**src/rtl/pc_redirect_ctrl_pkg.sv**
```systemverilog
// pc_redirect_ctrl_pkg
//   Shared definitions for the branch-prediction redirect controller:
//   default PC width, FSM state encoding, queue entry width helper and the
//   PC-select constants that give pre_jump / res_taken their meaning.
package pc_redirect_ctrl_pkg;

    localparam int WIDTH_PC = 32;

    // Meaning of pre_jump / res_taken: 0 selects pc+4, 1 selects the jump target.
    localparam logic PCSEL_PC4  = 1'b0;
    localparam logic PCSEL_JUMP = 1'b1;

    typedef enum logic [1:0] {
        ST_RUN   = 2'd0,
        ST_FLUSH = 2'd1,
        ST_DRAIN = 2'd2
    } state_t;

    // Queue entry layout, MSB first: {pc, pre_jump, pre_pc}.
    function automatic int entry_w(input int width_pc);
        return 2 * width_pc + 1;
    endfunction

    localparam int ENTRY_W = entry_w(WIDTH_PC);

endpackage

```
**src/rtl/pc_redirect_ctrl_if.sv**
```systemverilog
// pc_redirect_ctrl_if
//   Fetch / resolve / redirect signals between IF, EX and the redirect
//   controller.
//   master : the pipeline side (drives fetch and resolution, receives redirect)
//   slave  : the controller side
interface pc_redirect_ctrl_if #(
    parameter int WIDTH_PC = pc_redirect_ctrl_pkg::WIDTH_PC
);
    // IF -> controller: one predicted instruction
    logic                fetch_valid;
    logic [WIDTH_PC-1:0] fetch_pc;
    logic                pre_jump;
    logic [WIDTH_PC-1:0] pre_pc;
    // EX -> controller: resolution of the oldest in-flight instruction
    logic                res_valid;
    logic                res_taken;
    logic [WIDTH_PC-1:0] res_target;
    // controller -> pipeline
    logic                flush;
    logic                redirect_valid;
    logic [WIDTH_PC-1:0] redirect_pc;
    logic                stop_fetch;

    modport master (
        output fetch_valid, fetch_pc, pre_jump, pre_pc,
        output res_valid, res_taken, res_target,
        input  flush, redirect_valid, redirect_pc, stop_fetch
    );

    modport slave (
        input  fetch_valid, fetch_pc, pre_jump, pre_pc,
        input  res_valid, res_taken, res_target,
        output flush, redirect_valid, redirect_pc, stop_fetch
    );
endinterface

```
**src/rtl/pc_redirect_ctrl_pred_queue.sv**
```systemverilog
// pc_redirect_ctrl_pred_queue
//   In-order FIFO of in-flight predictions.
//   push/pop : enqueue din / dequeue head (same cycle allowed, also when full)
//   clear    : empties the queue, overrides push and pop
//   head     : oldest entry (valid when !empty)
//   full, empty, count : registered occupancy; count_nxt is its next value
module pc_redirect_ctrl_pred_queue #(
    parameter int W     = 65,
    parameter int DEPTH = 4,
    parameter int CW    = $clog2(DEPTH + 1)
) (
    input  logic          clk,
    input  logic          rst_n,
    input  logic          push,
    input  logic          pop,
    input  logic          clear,
    input  logic [W-1:0]  din,
    output logic [W-1:0]  head,
    output logic          full,
    output logic          empty,
    output logic [CW-1:0] count,
    output logic [CW-1:0] count_nxt
);
    localparam int AW = $clog2(DEPTH);

    logic [W-1:0]  mem [DEPTH];
    logic [AW-1:0] rd_ptr, wr_ptr;
    logic          do_push, do_pop;

    assign full  = (count == CW'(DEPTH));
    assign empty = (count == '0);
    assign head  = mem[rd_ptr];

    // A pop frees a slot in the same cycle, so a full queue still accepts a push.
    assign do_pop  = pop & ~empty & ~clear;
    assign do_push = push & (~full | do_pop) & ~clear;

    always_comb begin
        if (clear) count_nxt = '0;
        else       count_nxt = count + CW'(do_push) - CW'(do_pop);
    end

    // NOTE: sequential state uses non-blocking assignments so every register
    // samples the pre-edge values, independent of statement order.
    always_ff @(posedge clk or negedge rst_n) begin
        if (!rst_n) begin
            rd_ptr <= '0;
            wr_ptr <= '0;
            count  <= '0;
        end else begin
            count <= count_nxt;
            if (clear) begin
                rd_ptr <= '0;
                wr_ptr <= '0;
            end else begin
                // DEPTH is a power of two, so the pointers wrap naturally.
                if (do_pop)  rd_ptr <= rd_ptr + AW'(1);
                if (do_push) wr_ptr <= wr_ptr + AW'(1);
            end
        end
    end

    // NOTE: storage is deliberately not reset; an entry is never read before
    // it is written because occupancy is reset, and this keeps it a plain RAM.
    always_ff @(posedge clk) begin
        if (do_push) mem[wr_ptr] <= din;
    end

endmodule

```
**src/rtl/pc_redirect_ctrl.sv**
```systemverilog
// pc_redirect_ctrl
//   Checks every predicted fetch against its execute-stage resolution. On a
//   mispredict it issues a one-cycle flush + PC redirect, then holds fetch for
//   REFILL_CYCLES further cycles.
//   clk, rst_n      : clock, asynchronous active-low reset
//   bus (slave)     : fetch/resolve inputs, flush/redirect/stop_fetch outputs
//   inflight        : queue occupancy
//   mispredict_cnt  : saturating mispredict count
//   protocol_err    : sticky; push while full (no pop) or resolve while empty
module pc_redirect_ctrl
    import pc_redirect_ctrl_pkg::*;
#(
    parameter int WIDTH_PC      = pc_redirect_ctrl_pkg::WIDTH_PC,
    parameter int DEPTH         = 4,
    parameter int REFILL_CYCLES = 2,
    parameter int CNT_W         = 16
) (
    input  logic                         clk,
    input  logic                         rst_n,
    pc_redirect_ctrl_if.slave            bus,
    output logic [$clog2(DEPTH+1)-1:0]   inflight,
    output logic [CNT_W-1:0]             mispredict_cnt,
    output logic                         protocol_err
);
    localparam int OCC_W   = $clog2(DEPTH + 1);
    localparam int EW      = entry_w(WIDTH_PC);
    localparam int DRAIN_W = (REFILL_CYCLES > 1) ? $clog2(REFILL_CYCLES) : 1;

    state_t               state_q, state_d;
    logic [DRAIN_W-1:0]   drain_q, drain_d;
    logic                 flush_q, flush_d;
    logic                 rv_q, rv_d;
    logic                 stop_q, stop_d;
    logic [WIDTH_PC-1:0]  redirect_pc_q, redirect_pc_d;
    logic [CNT_W-1:0]     cnt_q, cnt_d;
    logic                 perr_q, perr_d;

    logic [EW-1:0]        q_head;
    logic                 q_full, q_empty;
    logic [OCC_W-1:0]     q_count, q_count_nxt;

    logic [WIDTH_PC-1:0]  head_pc, head_pre_pc, correct_pc;
    logic                 head_pre_jump;
    logic                 run, pop_req, push_req, mismatch, push_err, pop_err;

    assign {head_pc, head_pre_jump, head_pre_pc} = q_head;

    assign run      = (state_q == ST_RUN);
    assign pop_req  = run & bus.res_valid & ~q_empty;
    assign mismatch = pop_req &
                      ((bus.res_taken != head_pre_jump) |
                       (bus.res_taken & (bus.res_target != head_pre_pc)));
    // Anything fetched alongside a mispredicted resolution is wrong-path.
    assign push_req = run & bus.fetch_valid & ~mismatch;
    assign push_err = push_req & q_full & ~pop_req;
    assign pop_err  = run & bus.res_valid & q_empty;

    assign correct_pc = (bus.res_taken == PCSEL_JUMP) ? bus.res_target
                                                      : head_pc + WIDTH_PC'(4);

    pc_redirect_ctrl_pred_queue #(
        .W     (EW),
        .DEPTH (DEPTH),
        .CW    (OCC_W)
    ) u_pred_queue (
        .clk       (clk),
        .rst_n     (rst_n),
        .push      (push_req),
        .pop       (pop_req),
        .clear     (state_q == ST_FLUSH),
        .din       ({bus.fetch_pc, bus.pre_jump, bus.pre_pc}),
        .head      (q_head),
        .full      (q_full),
        .empty     (q_empty),
        .count     (q_count),
        .count_nxt (q_count_nxt)
    );

    // Outputs are computed for the next state so they come straight from flops.
    always_comb begin
        // NOTE: every variable gets a default before the case so no path can
        // leave one unassigned and infer a latch.
        state_d       = state_q;
        drain_d       = drain_q;
        flush_d       = 1'b0;
        rv_d          = 1'b0;
        stop_d        = 1'b0;
        redirect_pc_d = redirect_pc_q;
        cnt_d         = cnt_q;
        perr_d        = perr_q;

        unique case (state_q)
            ST_RUN: begin
                stop_d = (q_count_nxt == OCC_W'(DEPTH));
                if (push_err | pop_err) perr_d = 1'b1;
                if (mismatch) begin
                    state_d       = ST_FLUSH;
                    flush_d       = 1'b1;
                    rv_d          = 1'b1;
                    stop_d        = 1'b1;
                    redirect_pc_d = correct_pc;
                    if (cnt_q != '1) cnt_d = cnt_q + CNT_W'(1);
                end
            end
            ST_FLUSH: begin
                state_d = ST_DRAIN;
                drain_d = DRAIN_W'(REFILL_CYCLES - 1);
                stop_d  = 1'b1;
            end
            ST_DRAIN: begin
                if (drain_q == '0) begin
                    state_d = ST_RUN;
                end else begin
                    drain_d = drain_q - DRAIN_W'(1);
                    stop_d  = 1'b1;
                end
            end
            default: state_d = ST_RUN;
        endcase
    end

    always_ff @(posedge clk or negedge rst_n) begin
        if (!rst_n) begin
            state_q       <= ST_RUN;
            drain_q       <= '0;
            flush_q       <= 1'b0;
            rv_q          <= 1'b0;
            stop_q        <= 1'b0;
            redirect_pc_q <= '0;
            cnt_q         <= '0;
            perr_q        <= 1'b0;
        end else begin
            state_q       <= state_d;
            drain_q       <= drain_d;
            flush_q       <= flush_d;
            rv_q          <= rv_d;
            stop_q        <= stop_d;
            redirect_pc_q <= redirect_pc_d;
            cnt_q         <= cnt_d;
            perr_q        <= perr_d;
        end
    end

    assign bus.flush          = flush_q;
    assign bus.redirect_valid = rv_q;
    assign bus.redirect_pc    = redirect_pc_q;
    assign bus.stop_fetch     = stop_q;
    assign inflight           = q_count;
    assign mispredict_cnt     = cnt_q;
    assign protocol_err       = perr_q;

endmodule

```
**src/flat_wrapper.sv**
```systemverilog
// flat-port wrapper written by rule: the top's interface ports become plain ports
module pc_redirect_ctrl_flat import pc_redirect_ctrl_pkg::*;
#(
    parameter int WIDTH_PC      = pc_redirect_ctrl_pkg::WIDTH_PC,
    parameter int DEPTH         = 4,
    parameter int REFILL_CYCLES = 2,
    parameter int CNT_W         = 16
)
  (clk, rst_n, inflight, mispredict_cnt, protocol_err, bus_fetch_valid, bus_fetch_pc, bus_pre_jump, bus_pre_pc, bus_res_valid, bus_res_taken, bus_res_target, bus_flush, bus_redirect_valid, bus_redirect_pc, bus_stop_fetch);
  pc_redirect_ctrl_if #(.WIDTH_PC(WIDTH_PC)) bus_i ();
  input  logic clk;
  input  logic rst_n;
  output logic [$clog2(DEPTH+1)-1:0] inflight;
  output logic [CNT_W-1:0] mispredict_cnt;
  output logic protocol_err;
  input wire logic [$bits(bus_i.fetch_valid)-1:0] bus_fetch_valid;
  input wire logic [$bits(bus_i.fetch_pc)-1:0] bus_fetch_pc;
  input wire logic [$bits(bus_i.pre_jump)-1:0] bus_pre_jump;
  input wire logic [$bits(bus_i.pre_pc)-1:0] bus_pre_pc;
  input wire logic [$bits(bus_i.res_valid)-1:0] bus_res_valid;
  input wire logic [$bits(bus_i.res_taken)-1:0] bus_res_taken;
  input wire logic [$bits(bus_i.res_target)-1:0] bus_res_target;
  output wire logic [$bits(bus_i.flush)-1:0] bus_flush;
  output wire logic [$bits(bus_i.redirect_valid)-1:0] bus_redirect_valid;
  output wire logic [$bits(bus_i.redirect_pc)-1:0] bus_redirect_pc;
  output wire logic [$bits(bus_i.stop_fetch)-1:0] bus_stop_fetch;
  assign bus_i.fetch_valid = bus_fetch_valid;
  assign bus_i.fetch_pc = bus_fetch_pc;
  assign bus_i.pre_jump = bus_pre_jump;
  assign bus_i.pre_pc = bus_pre_pc;
  assign bus_i.res_valid = bus_res_valid;
  assign bus_i.res_taken = bus_res_taken;
  assign bus_i.res_target = bus_res_target;
  assign bus_flush = bus_i.flush;
  assign bus_redirect_valid = bus_i.redirect_valid;
  assign bus_redirect_pc = bus_i.redirect_pc;
  assign bus_stop_fetch = bus_i.stop_fetch;
  pc_redirect_ctrl #(.WIDTH_PC(WIDTH_PC), .DEPTH(DEPTH), .REFILL_CYCLES(REFILL_CYCLES), .CNT_W(CNT_W)) u_core (.clk(clk), .rst_n(rst_n), .bus(bus_i), .inflight(inflight), .mispredict_cnt(mispredict_cnt), .protocol_err(protocol_err));
endmodule
```
**config.mk**
```make
export PLATFORM = sky130hd
export DESIGN_NAME = pc_redirect_ctrl_flat
export DESIGN_NICKNAME = d
export VERILOG_FILES = /design/src/rtl/pc_redirect_ctrl_pkg.sv /design/src/rtl/pc_redirect_ctrl_if.sv /design/src/rtl/pc_redirect_ctrl_pred_queue.sv /design/src/rtl/pc_redirect_ctrl.sv /design/src/flat_wrapper.sv
export SDC_FILE = /design/constraint.sdc
export NUM_CORES = 1
export LEC_CHECK = 0
export BUFFER_PORTS_ARGS = -buffer_cell sky130_fd_sc_hd__buf_2
export CORE_MARGIN = 2
export CORE_UTILIZATION = 50
export DETAILED_ROUTE_END_ITERATION = 8
export GPL_TIMING_DRIVEN = 1
export HOLD_SLACK_MARGIN = 0.08
export PLACE_DENSITY = 0.78
export SETUP_SLACK_MARGIN = 0.05
export SLEW_MARGIN = 20
export SYNTH_ARGS = -nofsm -noshare
export SYNTH_HDL_FRONTEND = slang
export SYNTH_SLANG_ARGS = --single-unit
```
**constraint.sdc**
```tcl
create_clock -name clk -period 5.6 [get_ports clk]
set_clock_uncertainty 0.2 [all_clocks]
set_input_delay 1.4 -clock clk [delete_from_list [all_inputs] [get_ports clk]]
set_output_delay 1.4 -clock clk [all_outputs]
set_load 0.05 [all_outputs]
```
=== Word level (Yosys, flattened, before mapping) ===
Memories as Yosys holds them, arrays and structs flattened.
Cells that the tools add are included.

* Flip-flop bits (word level): 61
* Latch bits: 0
* Bits in writable memories: 260
* Bits in read-only memories: 0
* Bits of input ports: 102
* Logic and storage cells: 75
* Memories: 1

* $add $sub $neg: 7
* Multipliers: 0
* Div/mod/pow operators: 0
* Order comparisons: 0
* Eq/ne operators: 9
* Shift-type cells: 0
* Muxes and demuxes: 18
* Bitwise logic cells: 21
* Reductions and logical operators: 9

{| class="wikitable"
|+ Memory list
! memory !! depth !! width !! read ports !! clocked after Yosys merged registers in !! write ports !! line !! source
|-
| u_core.u_pred_queue.mem || 4 || 65 || 1 || 0 || 1 || pc_redirect_ctrl_pred_queue.sv:26 || <nowiki>logic [W-1:0] mem [DEPTH];</nowiki>
|}

{| class="wikitable"
|+ Operator list
! operator !! number
|-
| $add A32 B3 Y32 const B || 1
|-
| $mux W32 || 1
|-
| $ne A32 B32 Y1 || 1
|-
| $add A16 B1 Y16 const B || 1
|-
| $ne A16 B16 Y1 const B || 1
|-
| $and A1 B1 Y1 || 13
|-
| $mux W2 || 6
|-
| $mux W1 || 7
|-
| $eq A3 B3 Y1 const B || 2
|-
| $pmux W2 S3 || 1
|-
| $reduce_and A2 Y1 || 3
|-
| $reduce_bool A2 Y1 || 3
|-
| $not A1 Y1 || 5
|-
| $add A2 B1 Y2 const B || 2
|-
| $ne A2 B2 Y1 const B || 2
|-
| $add A3 B1 Y3 || 1
|-
| $logic_not A3 Y1 || 1
|-
| $mux W3 || 1
|-
| $or A1 B1 Y1 || 3
|-
| $pmux W1 S3 || 1
|-
| $reduce_and A3 Y1 || 1
|-
| $sub A3 B1 Y3 || 1
|-
| $eq A2 B1 Y1 const B || 1
|-
| $eq A2 B2 Y1 const B || 1
|-
| 4 further kinds || 4
|}

=== Depth between registers and ports, before layout ===
Gate-level depths: netlist (run 1).
An unclocked memory read counts as a cell.

* Depth after elaboration: 15
* Gate-level depth with buffers: 22
* Mapped depth without buffers: 17

=== By module ===
Synthesis (run 1) repeated with hierarchy kept, for this count alone.

* Cells, all modules: 763
* Area, all modules: 13504.2 µm²

{| class="wikitable"
|+ Modules (own cells, without submodules)
! module !! instances !! cells each !! area an instance (µm²)
|-
| pc_redirect_ctrl_pred_queue || 1 || 387 || 9894.5
|-
| pc_redirect_ctrl || 1 || 376 || 3609.7
|}

=== Worst setup path after synthesis (run 1) ===
OpenSTA, ideal clock, no wires.

* Path kind: input to register
* From: input port bus_res_target[7]
* To: memory u_core.u_pred_queue.mem[0][0], enable pin
* Data arrival time: 4494 ps
* Required time: 4970 ps
* Path slack: 476 ps
* Stages on the path: 9
* Cell sequence: and2_1 a32oi_1 o2111ai_1 or4_1 nor4_1 a211o_2 buf_6 nor3b_4 and2_1

* Word-level cells in the longest chain between the ends: 10

{| class="wikitable"
|+ Ends and longest elaborated chain
! item !! line !! source
|-
| start: declaration || flat_wrapper.sv:22 || <nowiki>input wire logic [$bits(bus_i.res_target)-1:0] bus_res_target;</nowiki>
|-
| $ne A32 B32 Y1 || pc_redirect_ctrl.sv:52 || <nowiki>(bus.res_taken & (bus.res_target != head_pre_pc)));</nowiki>
|-
| $and A1 B1 Y1 || pc_redirect_ctrl.sv:52 ||
|-
| $or A1 B1 Y1 || pc_redirect_ctrl.sv:51 || <nowiki>((bus.res_taken != head_pre_jump) |</nowiki>
|-
| $and A1 B1 Y1 || pc_redirect_ctrl.sv:50 || <nowiki>assign mismatch = pop_req &</nowiki>
|-
| $not A1 Y1 || pc_redirect_ctrl.sv:54 || <nowiki>assign push_req = run & bus.fetch_valid & ~mismatch;</nowiki>
|-
| $and A1 B1 Y1 || pc_redirect_ctrl.sv:54 ||
|-
| $and A1 B1 Y1 (2 in a row) || pc_redirect_ctrl_pred_queue.sv:36 || <nowiki>assign do_push = push & (~full | do_pop) & ~clear;</nowiki>
|-
| $mux W1 || pc_redirect_ctrl_pred_queue.sv:66 || <nowiki>if (do_push) mem[wr_ptr] <= din;</nowiki>
|-
| $mux W1 (not written as such) || pc_redirect_ctrl_pred_queue.sv:66 ||
|-
| end: declaration || pc_redirect_ctrl_pred_queue.sv:26 ||
|}

No other way between the ends.

=== Worst setup path after layout (run 1) ===
* From: register u_core.u_pred_queue.rd_ptr[0]
* To: register u_core.stop_q, in the netlist u_core.bus.stop_fetch

* Word-level cells in the longest chain between the ends: 15

{| class="wikitable"
|+ Ends and longest elaborated chain
! item !! line !! source
|-
| start: declaration || pc_redirect_ctrl_pred_queue.sv:27 || <nowiki>logic [AW-1:0] rd_ptr, wr_ptr;</nowiki>
|-
| start signal: assignment || pc_redirect_ctrl_pred_queue.sv:57 || <nowiki>if (do_pop) rd_ptr <= rd_ptr + AW'(1);</nowiki>
|-
| $mem_v2 Z4 W65 (*) || - ||
|-
| $ne A32 B32 Y1 || pc_redirect_ctrl.sv:52 ||
|-
| $and A1 B1 Y1 || pc_redirect_ctrl.sv:52 ||
|-
| $or A1 B1 Y1 (*) || pc_redirect_ctrl.sv:51 ||
|-
| $and A1 B1 Y1 (*) || pc_redirect_ctrl.sv:50 ||
|-
| $not A1 Y1 (*) || pc_redirect_ctrl.sv:54 ||
|-
| $and A1 B1 Y1 (*) || pc_redirect_ctrl.sv:54 ||
|-
| $and A1 B1 Y1 (*) (2 in a row) || pc_redirect_ctrl_pred_queue.sv:36 ||
|-
| $add A3 B1 Y3 (*) || pc_redirect_ctrl_pred_queue.sv:40 || <nowiki>else count_nxt = count + CW'(do_push) - CW'(do_pop);</nowiki>
|-
| $sub A3 B1 Y3 (*) || pc_redirect_ctrl_pred_queue.sv:40 ||
|-
| $mux W3 (*) || pc_redirect_ctrl_pred_queue.sv:39 || <nowiki>if (clear) count_nxt = '0;</nowiki>
|-
| named net u_core.q_count_nxt[2] || pc_redirect_ctrl.sv:40 || <nowiki>logic [OCC_W-1:0] q_count, q_count_nxt;</nowiki>
|-
| $eq A3 B3 Y1 (*) || pc_redirect_ctrl.sv:94 || <nowiki>stop_d = (q_count_nxt == OCC_W'(DEPTH));</nowiki>
|-
| $mux W1 (*) || pc_redirect_ctrl.sv:96 || <nowiki>if (mismatch) begin</nowiki>
|-
| $pmux W1 S3 (*) || pc_redirect_ctrl.sv:92 || <nowiki>unique case (state_q)</nowiki>
|-
| named net u_core.stop_d || pc_redirect_ctrl.sv:33 || <nowiki>logic stop_q, stop_d;</nowiki>
|-
| end signal: assignment || pc_redirect_ctrl.sv:137 || <nowiki>stop_q <= stop_d;</nowiki>
|-
| end: declaration || pc_redirect_ctrl.sv:33 ||
|}

The timed path passes the listed nets; every way through them passes the cells marked *.
A chain may end at the register's enable or synchronous reset.

==> impl_metrics.yaml, run 1 <==
run_status:
  outcome: "finished, final reports clean"
logic_synthesis:
  syn-num-nets: 927
  synth_cell_type_count: 57
  top_post_synthesis_cells_by_area: "edfxtp_1 58%, dfrtp_1 11%, mux4_2 8.3%"
  synth-edff-count: 260
  netlist.area_leader.share_pct: 57.7
  synthesis.area_per_instance_um2: 16.7
  syn-cell-area_um2: 13500
  netlist_instances: 812
  synth.ff_latch_count: 321
  library_cell_with_the_highest_instance_count_after_synthesis: "edfxtp_1"
  yosys_most_used_dff: "edfxtp_1"
  ys_warn_count: 0
  asyncSetResetFlopFracSynth_pct: 19.0
  synth.cells.most_frequent: "260 x edfxtp_1, 61 x dfrtp_1, 52 x nand2_1, 52 x xnor2_1, 50 x mux4_2"
  synth_area_leader_cell: "edfxtp_1"
  synth_sequential_area_ratio_pct: 69.0
sta:
  fin_crit_ps: 4820
  rsz0062_at_grt: "no"
  fmaxAchievable_mhz: 207
  hold_violations: 0
  worst_slew_margin_rel_pct: 26.1
  maxSlewViolCount: 0
  layout_worst_path_cycle_share_pct: 86.1
  number_of_setup_violations_in_the_final_report: 0
  tightestPinTransition_ps: 1090
  fin_ws_ps: 777
  post_route_setup_tns_ps: 0
clocking:
  cts_hold_repair.buffers: 0
  cts_root_buf: "clkbuf_16"
  cts-buffers-inserted: 34
  clock_tree_buffer_depth: 3
  h-tree-depth: 2
  cts.sinks: 321
  cts_resized: 0
  insertion_delay_ps: 510
  tritoncts: "done"
  clk_pin_slew_worst_paths_ps: 60
  cts_setup_buffers: 0
place:
  gp_routability_congestion: 0.838
  final_hpwl_from_detailed_placement_um: 20700
  port_buffers: 156
  post_place_cell_area_um2: 14700
  dpl_worst_slack_ps: 582
detailed_routing:
  drtAntennaViolNets: 0
  routed-via-count: 7803
  remaining_drc_errors: 0
  first_pass_iters: 5
  routed_wirelength_um: 30500
  route.detailed.vias_per_inst: 5.74
  first_iter_violations: 694
  drt-wirelength-per-cell_um: 22.4
setup_path:
  crit_type: "reg -> reg"
  worst-endpoint-arrival_ps: 4970
  r2r-start: "u_core.u_pred_queue.rd_ptr[0]"
  critical_path.startpoint_type: "register"
  setup.worst_path.start: "u_core.u_pred_queue.rd_ptr[0]"
  critPathRequiredTime_ps: 5750
  critical_path_peak_fanout: 29
  endpoint_kind: "register"
floorplan:
  floorplan.die.width_um: 169
  boundaryPins: 157
  core.rowCount: 60
  die_area_um2: 28400
  fp.coreArea_um2: 26700
  starting_density_pct: 50.6
  chipHeight_um: 169
hold_path:
  holdCritStartpoint: "u_core.protocol_err"
  worstHoldPathType: "reg -> reg"
pwr:
  ir_drop_mv: 0.286
  p_leak_nw: 5.73
  totalPowerFinal_mw: 7.95
  power_density_nw_per_um2: 501
grt:
  first_pass_grt_wire_length_um: 45900
  antenna_found_initial: 9
  grt_use_total_pct: 21.5
  grt_overflow: 0
  grt_start_max_net_pins: 65
  grt_pass1_vias: 7739
layout:
  number_of_nets_in_the_layout: 1103
  flow.area_growth_from_synthesis_pct: 17.2
  post_route_cells_drive_above_1_share_pct: 29.5
  final_area_um2: 15900
  utilization_pct: 59.4
  n_fill_cell: 2016
flow_run:
  cap_violations: 0
## placed cells by master, fill, tap and decap left out, types with 17 or more instances in the layout
| master | netlist | routed |
|---|---|---|
| buf_2 | 5 | 156 |
| clkbuf_16 | 0 | 35 |
| dfrtp_1 | 61 | 59 |
| edfxtp_1 | 260 | 260 |
| inv_1 | 17 | 17 |
| mux2_2 | 17 | 17 |
| mux2i_1 | 36 | 36 |
| mux4_2 | 50 | 50 |
| nand2_1 | 52 | 52 |
| nand3_1 | 20 | 20 |
| nor2_1 | 34 | 34 |
| o21ai_0 | 36 | 36 |
| xnor2_1 | 52 | 52 |
| xor2_1 | 21 | 21 |
## final cells by class
class                           count  area, um^2  area share (%)
Tap cell                          341         427            2.69
Multi-Input combinational cell    439        3890            24.5
Clock buffer                       51         976            6.15
Timing Repair Buffer              174        1020            6.40
Sequential cell                   321        9340            58.9
Antenna cell                        7        17.5           0.110
Inverter                           18        70.1           0.442
Clock inverter                      9         128           0.804
## registers in the layout, indices dropped and copies added (netlist names)
signal / cells
u_core.state_q: 2
u_core.mispredict_cnt: 16
u_core.bus.stop_fetch: 1
u_core.drain_q: 1
u_core.protocol_err: 1
u_core.u_pred_queue.mem: 260
u_core.bus.redirect_pc: 32
u_core.bus.flush: 1
u_core.u_pred_queue.wr_ptr: 2
u_core.u_pred_queue.count: 3
u_core.u_pred_queue.rd_ptr: 2
## worst max-delay path, cell delays in order (launching register included)
cell and delay [ps]:
dfrtp_4 750, mux4_2 590, xnor2_1 210, o2111ai_1 120
or4_1 420, nor4_1 370, a211o_2 210, nor3b_4 270
inv_1 80, ha_1 270, inv_1 50, ha_1 120
inv_1 50, fa_1 370, xnor2_1 160, nor2_1 70
a211oi_1 230, a21oi_1 90
## logic make-up after synthesis
logic type               after synthesis  synth area share [%]
AO/OA/AOI/OAI                         77                  3.54
buffers and inverters                 52                  2.31
multiplexers                         108                  13.0
adder cells (fa/ha/maj)               13                  1.26
AND/OR/NAND/NOR                      168                  6.14
flip-flops                           321                  69.0
XOR/XNOR                              73                  4.73
## report_power, final
| part | total (mW) | internal [mW] | switching, mW |
|---|---|---|---|
| logic | 2.49 | 0.918 | 1.57 |
| registers | 3.25 | 3.01 | 0.245 |
| clock network | 2.21 | 1.34 | 0.864 |
| total | 7.95 | 5.27 | 2.68 |
## metrics by stage
step | hold slack [ps] | cells
after global placement | 249 | 1293
after global routing | 296 | 1355
after detailed placement | 252 | 1293
after floorplan | 288 | 812
final | 259 | 1360
after CTS | 265 | 1353
## per-layer routing
| layer | up-vias | GRT usage, % | share of wire (%) | routed length, um |
|---|---|---|---|---|
| li1 | 3480 | - | - | - |
| met1 | 3907 | 29.8 | 42 | 12800 |
| met2 | 348 | 33.6 | 47 | 14300 |
| met3 | 62 | 5.24 | 8.0 | 2440 |
| met4 | 6 | 7.95 | 2.9 | 877 |
| met5 | - | 0 | 0.092 | 28 |
## path summary, 6_finish.rpt
path                                                   end  slack, ps  cells past startpoint
max in group asynchronous        u_core.bus.redirect_pc[4]       3450                      2
worst max-delay path                 u_core.bus.stop_fetch        780                     17
worst min-delay path                   u_core.protocol_err        260                      1
worst min register to register         u_core.protocol_err        260                      1
min in group asynchronous       u_core.bus.redirect_pc[25]        840                      1
worst max register to register       u_core.bus.stop_fetch        780                     17
Power figures use the tool's default switching activity.
==> run 2: changes to the inputs <==
- ABC_AREA: default -> 1
- SKIP_LAST_GASP: default -> 1
==> run 2 against run 1 <==
Combinational power is 37% higher. Cell count is 45% higher. Routed wire length grew 23%. Non-clock buffer count decreased by 2. Sequential share of layout area is 3.2 points lower.
==> impl_metrics.yaml, run 2 <==
clocking:
  cts_hold_repair.buffers: 0
  insertion_delay_ps: 520
  clock_tree_buffer_depth: 3
  h-tree-depth: 2
  clk_pin_slew_worst_paths_ps: 60
  cts-buffers-inserted: 35
  cts.sinks: 321
  cts_resized: 0
  cts_root_buf: "clkbuf_16"
  tritoncts: "done"
  cts_setup_buffers: 0
place:
  port_buffers: 156
  final_hpwl_from_detailed_placement_um: 24000
  dpl_worst_slack_ps: 1140
  gp_routability_congestion: 0.920
  placedCellCount: 1912
layout:
  most-common-layout-cells: "477 x nand2_1, 260 x edfxtp_1, 176 x nand3_1, 156 x buf_2, 102 x nor2_1"
  stdcell_count: 1978
  number_of_nets_in_the_layout: 1680
  post_route_cells_drive_above_1_share_pct: 16.4
  regMostFlops: "u_core.u_pred_queue.mem"
  most_common_library_cell_in_the_layout_ignoring_fill_and_taps: "nand2_1"
  flow.area_growth_from_synthesis_pct: 15.7
  largest_register_ff_count: 260
floorplan:
  floorplan.die.width_um: 174
  die_area_um2: 30400
  chipHeight_um: 174
  starting_density_pct: 50.6
  core.rowCount: 62
  boundaryPins: 157
  fp.coreArea_um2: 28600
grt:
  grt_overflow: 0
  antenna_found_initial: 3
  first_pass_grt_wire_length_um: 58100
  grt_start_max_net_pins: 79
  grt_pass1_vias: 10500
  grt_use_total_pct: 24.7
sta:
  fmaxAchievable_mhz: 222
  fin_crit_ps: 4510
  rsz0062_at_grt: "no"
  fin_ws_ps: 1090
  post_route_setup_tns_ps: 0
  hold_violations: 0
  worst_slew_margin_rel_pct: 43.2
  maxSlewViolCount: 0
  number_of_setup_violations_in_the_final_report: 0
  tightestPinTransition_ps: 852
  layout_worst_path_cycle_share_pct: 80.5
run_status:
  outcome: "finished, final reports clean"
logic_synthesis:
  syn-cell-area_um2: 14500
  syn-num-nets: 1533
  yosys_most_used_dff: "edfxtp_1"
  synth.ff_latch_count: 321
  synth_sequential_area_ratio_pct: 64.4
  synth_cell_type_count: 39
  ys_warn_count: 0
  synth_area_leader_cell: "edfxtp_1"
  netlist_instances: 1418
  asyncSetResetFlopFracSynth_pct: 19.0
  synthesis.area_per_instance_um2: 10.2
  synth-edff-count: 260
  library_cell_with_the_highest_instance_count_after_synthesis: "nand2_1"
  synth.cells.most_frequent: "478 x nand2_1, 260 x edfxtp_1, 176 x nand3_1, 106 x nor2_1, 66 x inv_1"
  netlist.area_leader.share_pct: 53.9
  top_post_synthesis_cells_by_area: "edfxtp_1 54%, nand2_1 12%, dfrtp_1 11%"
pwr:
  p_leak_nw: 6.87
  ir_drop_mv: 0.378
  power_density_nw_per_um2: 533
  totalPowerFinal_mw: 8.94
setup_path:
  endpoint_kind: "register"
  critical_path.startpoint_type: "register"
  crit_type: "reg -> reg"
  critPathRequiredTime_ps: 5840
  critical_path_peak_fanout: 34
  worst-endpoint-arrival_ps: 4750
detailed_routing:
  routed_wirelength_um: 37500
  wl_met1_um: 14600
  route.detailed.vias_per_inst: 5.57
  remaining_drc_errors: 0
  first_pass_iters: 7
  drtAntennaViolNets: 0
  first_iter_violations: 1264
  drt-wirelength-per-cell_um: 19.0
  detailroute.wirelength.met2_um: 17700
  routed-via-count: 11000
  topRoutingLayerUsed: "met5"
  routed-wl-met3_um: 3500
hold_path:
  worstHoldPathType: "reg -> reg"
flow_run:
  cap_violations: 0
run 2: logic make-up (layout without fill, tap and decap cells):
family                     count (synthesis)  in the layout  synth area share, %
AOI/OAI and AO/OA                        114            114                 4.37
xor gates and xnor gates                  26             26                 1.57
adders and majority gates                 13             13                 1.17
buffers and inverters                    138            312                 4.85
DFF                                      321            321                 64.4
muxes                                      1              1               0.0691
other                                      0              2                    0
and+or+nand+nor                          805            805                 23.6
run 2: worst paths after layout:
path	start	endpoint	slack, ps	cells past startpoint
setup / recovery	u_core.u_pred_queue.rd_ptr[1]	u_core.bus.stop_fetch	1090	21
hold / removal	u_core.protocol_err	u_core.protocol_err	260	2
setup reg to reg	u_core.u_pred_queue.rd_ptr[1]	u_core.bus.stop_fetch	1090	21
hold reg to reg	u_core.protocol_err	u_core.protocol_err	260	2
max in group asynchronous	rst_n	u_core.u_pred_queue.rd_ptr[0]	3790	2
min in group asynchronous	rst_n	u_core.bus.redirect_pc[0]	850	2
run 2: layout make-up:
| cell class | count | area, um^2 |
|---|---|---|
| Antenna cell | 2 | 5.00 |
| Clock buffer | 45 | 966 |
| Clock inverter | 19 | 236 |
| Fill cell | 2273 | 11900 |
| Inverter | 76 | 287 |
| Multi-Input combinational cell | 959 | 4490 |
| Sequential cell | 321 | 9340 |
| Tap cell | 384 | 480 |
| Timing Repair Buffer | 172 | 963 |
run 2: through the flow:
stage,cell area (um^2),utilization [%],hold WS [ps]
floorplan,14500,-,294
detailed placement,15600,54.4,246
CTS,16800,58.6,262
finish,16800,58.6,255
global placement,15600,54.4,241
global route,16800,58.6,292
run 2: worst max-delay path, cell delays in order, from the launching register on:
cell,delay (ps)
dfrtp_2,400
inv_2,580
buf_4,390
nand3_1,140
nand2_1,100
xor2_1,200
nand3_1,170
nor2_1,160
nand3_1,110
nand2_2,90
nand4_2,260
ha_1,380
inv_1,60
ha_1,140
inv_1,50
fa_1,490
nor2_1,50
nor2_1,110
nand2_1,60
nand2_1,70
nand2_1,70
a21oi_1,120
run 2: per-layer routing:
layer | up-vias | GRT usage, %
li1 | 5106 | -
met1 | 5220 | 33.2
met2 | 592 | 39.8
met3 | 103 | 4.55
met4 | 2 | 10.4
met5 | - | 0
run 2: where the power goes:
| group | switching [mW] | internal (mW) | leakage (nW) |
|---|---|---|---|
| Combinational | 2.54 | 0.878 | 3.17 |
| Sequential | 0.180 | 2.97 | 3.11 |
| Clock | 0.920 | 1.46 | 0.586 |
==> run 3: changes to the inputs <==
- PLACE_DENSITY: 0.78 -> 0.8
- clock period: 5.6 -> 3.9 ns (I/O delays scaled with it)
==> run 3 against run 2 <==
Global-route usage increased by 0.24 points. Sequential cell count unchanged. Fmax increased by 22%. Critical endpoint unchanged. Cell count increased by 0.96%. Combinational power increased by 51%. First-iteration DRC count about the same. Largest cell class unchanged. Power increased by 46%. Final area increased by 1.8%. Utilization increased by 1.1 points.
==> impl_metrics.yaml, run 3 (synthesis results as in run 2) <==
sta:
  number_of_setup_violations_in_the_final_report: 0
  fmaxAchievable_mhz: 271
  rsz0062_at_grt: "yes"
  maxSlewViolCount: 0
  fin_crit_ps: 3700
  hold_violations: 0
  hold_slack_ps: 266
  tightestPinTransition_ps: 725
  worst_slew_margin_rel_pct: 51.7
  post_route_setup_tns_ps: 0
  fin_ws_ps: 204
  layout_worst_path_cycle_share_pct: 94.8
floorplan:
  fp.coreArea_um2: 28600
  die_area_um2: 30400
  boundaryPins: 157
  starting_density_pct: 50.6
  chipHeight_um: 174
  core.rowCount: 62
  floorplan.die.width_um: 174
setup_path:
  cp_slowest_cell: "dfrtp_4"
  critPathMaxStageDelay_ps: 520
  crit_type: "reg -> reg"
  critical_path.top_delay_family: "simple AND/OR/NAND/NOR gates"
  worst-path-buf-inv: 5
  worst_path_most_repeated_cell: "nand2_1"
  worst-endpoint-arrival_ps: 3900
  critPathRequiredTime_ps: 4100
  critical_path.cell_chain: "clkinv_8 > buf_4 > buf_4 > nand2_1 > nand3_1 > nand2_1 > xor2_1 > nand3_1 > nor2_2 > nand3_2 > nand2_2 > nand4_2 > ha_1 > inv_1 > ha_1 > inv_1 > fa_1 > nor2_1 > nor2_1 > nand2_1 > nand2_1 > nand2_1 > a21oi_2"
  endpoint_kind: "register"
  critical_path.startpoint_type: "register"
  critical_path_peak_fanout: 8
clocking:
  h-tree-depth: 2
  cts_root_buf: "clkbuf_16"
  tritoncts: "done"
  clock_tree_buffer_depth: 3
  clk_pin_slew_worst_paths_ps: 60
  cts_hold_repair.buffers: 0
  cts-buffers-inserted: 35
  cts.sinks: 321
  insertion_delay_ps: 520
layout:
  most-common-layout-cells: "474 x nand2_1, 260 x edfxtp_1, 175 x nand3_1, 156 x buf_2, 97 x nor2_1"
  number_of_nets_in_the_layout: 1701
  post_route_cells_drive_above_1_share_pct: 18.0
  flow.area_growth_from_synthesis_pct: 17.8
  regMostFlops: "u_core.u_pred_queue.mem"
  utilization_pct: 59.6
  final_area_um2: 17100
  most_common_library_cell_in_the_layout_ignoring_fill_and_taps: "nand2_1"
  stdcell_count: 1997
  largest_register_ff_count: 260
detailed_routing:
  drt-wirelength-per-cell_um: 19.2
  first_iter_violations: 1263
  routed_wirelength_um: 38400
  drtAntennaViolNets: 0
  remaining_drc_errors: 0
  route.detailed.vias_per_inst: 5.56
  first_pass_iters: 6
  routed-via-count: 11100
pwr:
  totalPowerFinal_mw: 13.1
  ir_drop_mv: 0.549
  power_density_nw_per_um2: 765
  p_leak_nw: 7.00
grt:
  grt_start_max_net_pins: 49
  grt_overflow: 0
  first_pass_grt_wire_length_um: 58600
  grt_pass1_vias: 10700
  grt_use_total_pct: 25.0
  antenna_found_initial: 4
run_status:
  outcome: "finished, final reports clean"
place:
  final_hpwl_from_detailed_placement_um: 25500
  placedCellCount: 1926
  port_buffers: 156
  gp_routability_congestion: 0.937
  dpl_worst_slack_ps: 0.669
  post_place_cell_area_um2: 15700
flow_run:
  cap_violations: 0
hold_path:
  worstHoldPathType: "reg -> reg"
## run 3: cell types whose count changed in the layout (fill, tap and decap cells not counted), moves of 3 or more
cell     delta
nand2_2     +3
nor2_1      -5
nor2_2      +5
buf_4      +11
buf_12      +6
nand2_1     -3
## run 3: report_power, final
part           internal [mW]  switching, mW
logic                   1.46           3.69
registers               4.26          0.278
clock network           2.07           1.30
total                   7.79           5.27
## run 3: final timing paths
kind                       depth (start not counted)                            end                          start  slack [ps]
min in group asynchronous                          1     u_core.bus.redirect_pc[25]                          rst_n         320
min reg2reg                                        2            u_core.protocol_err            u_core.protocol_err         270
max                                               23          u_core.bus.stop_fetch  u_core.u_pred_queue.rd_ptr[0]         200
max reg2reg                                       23          u_core.bus.stop_fetch  u_core.u_pred_queue.rd_ptr[0]         200
min                                                2            u_core.protocol_err            u_core.protocol_err         270
max in group asynchronous                          2  u_core.u_pred_queue.rd_ptr[0]                          rst_n        2370
## run 3: what timing repair did
action                                  in CTS  in global routing
hold endpoints to repair                     0                  0
setup buffers                                0                  5
gates cloned                                 1                  1
pin swaps                                    0                  1
endpoints found under the setup margin       1                 18
gates resized for setup                      4                 15
## run 3: layer usage
layer	part of all wire (%)	wire [um]	up-vias	global-route usage, %
li1	-	-	5151	-
met1	40	15300	5294	33.1
met2	48	18400	564	40.7
met3	8.9	3420	95	4.66
met4	3.5	1350	2	10.3
met5	0.034	13	-	0
## run 3: layout make-up
type,count,area [um^2]
Clock inverter,16,199
Clock buffer,45,966
Fill cell,2261,11600
Sequential cell,321,9340
Tap cell,384,480
Inverter,76,300
Antenna cell,3,7.51
Timing Repair Buffer,193,1260
Multi-Input combinational cell,959,4520
## run 3: tightest hold or removal path: cells and delay by family (launching register included)
| family | cells | cell delay, ps |
|---|---|---|
| buffers and inverters | 1 | 40 |
| flip-flops | 1 | 340 |
| AND/OR/NAND/NOR | 1 | 50 |
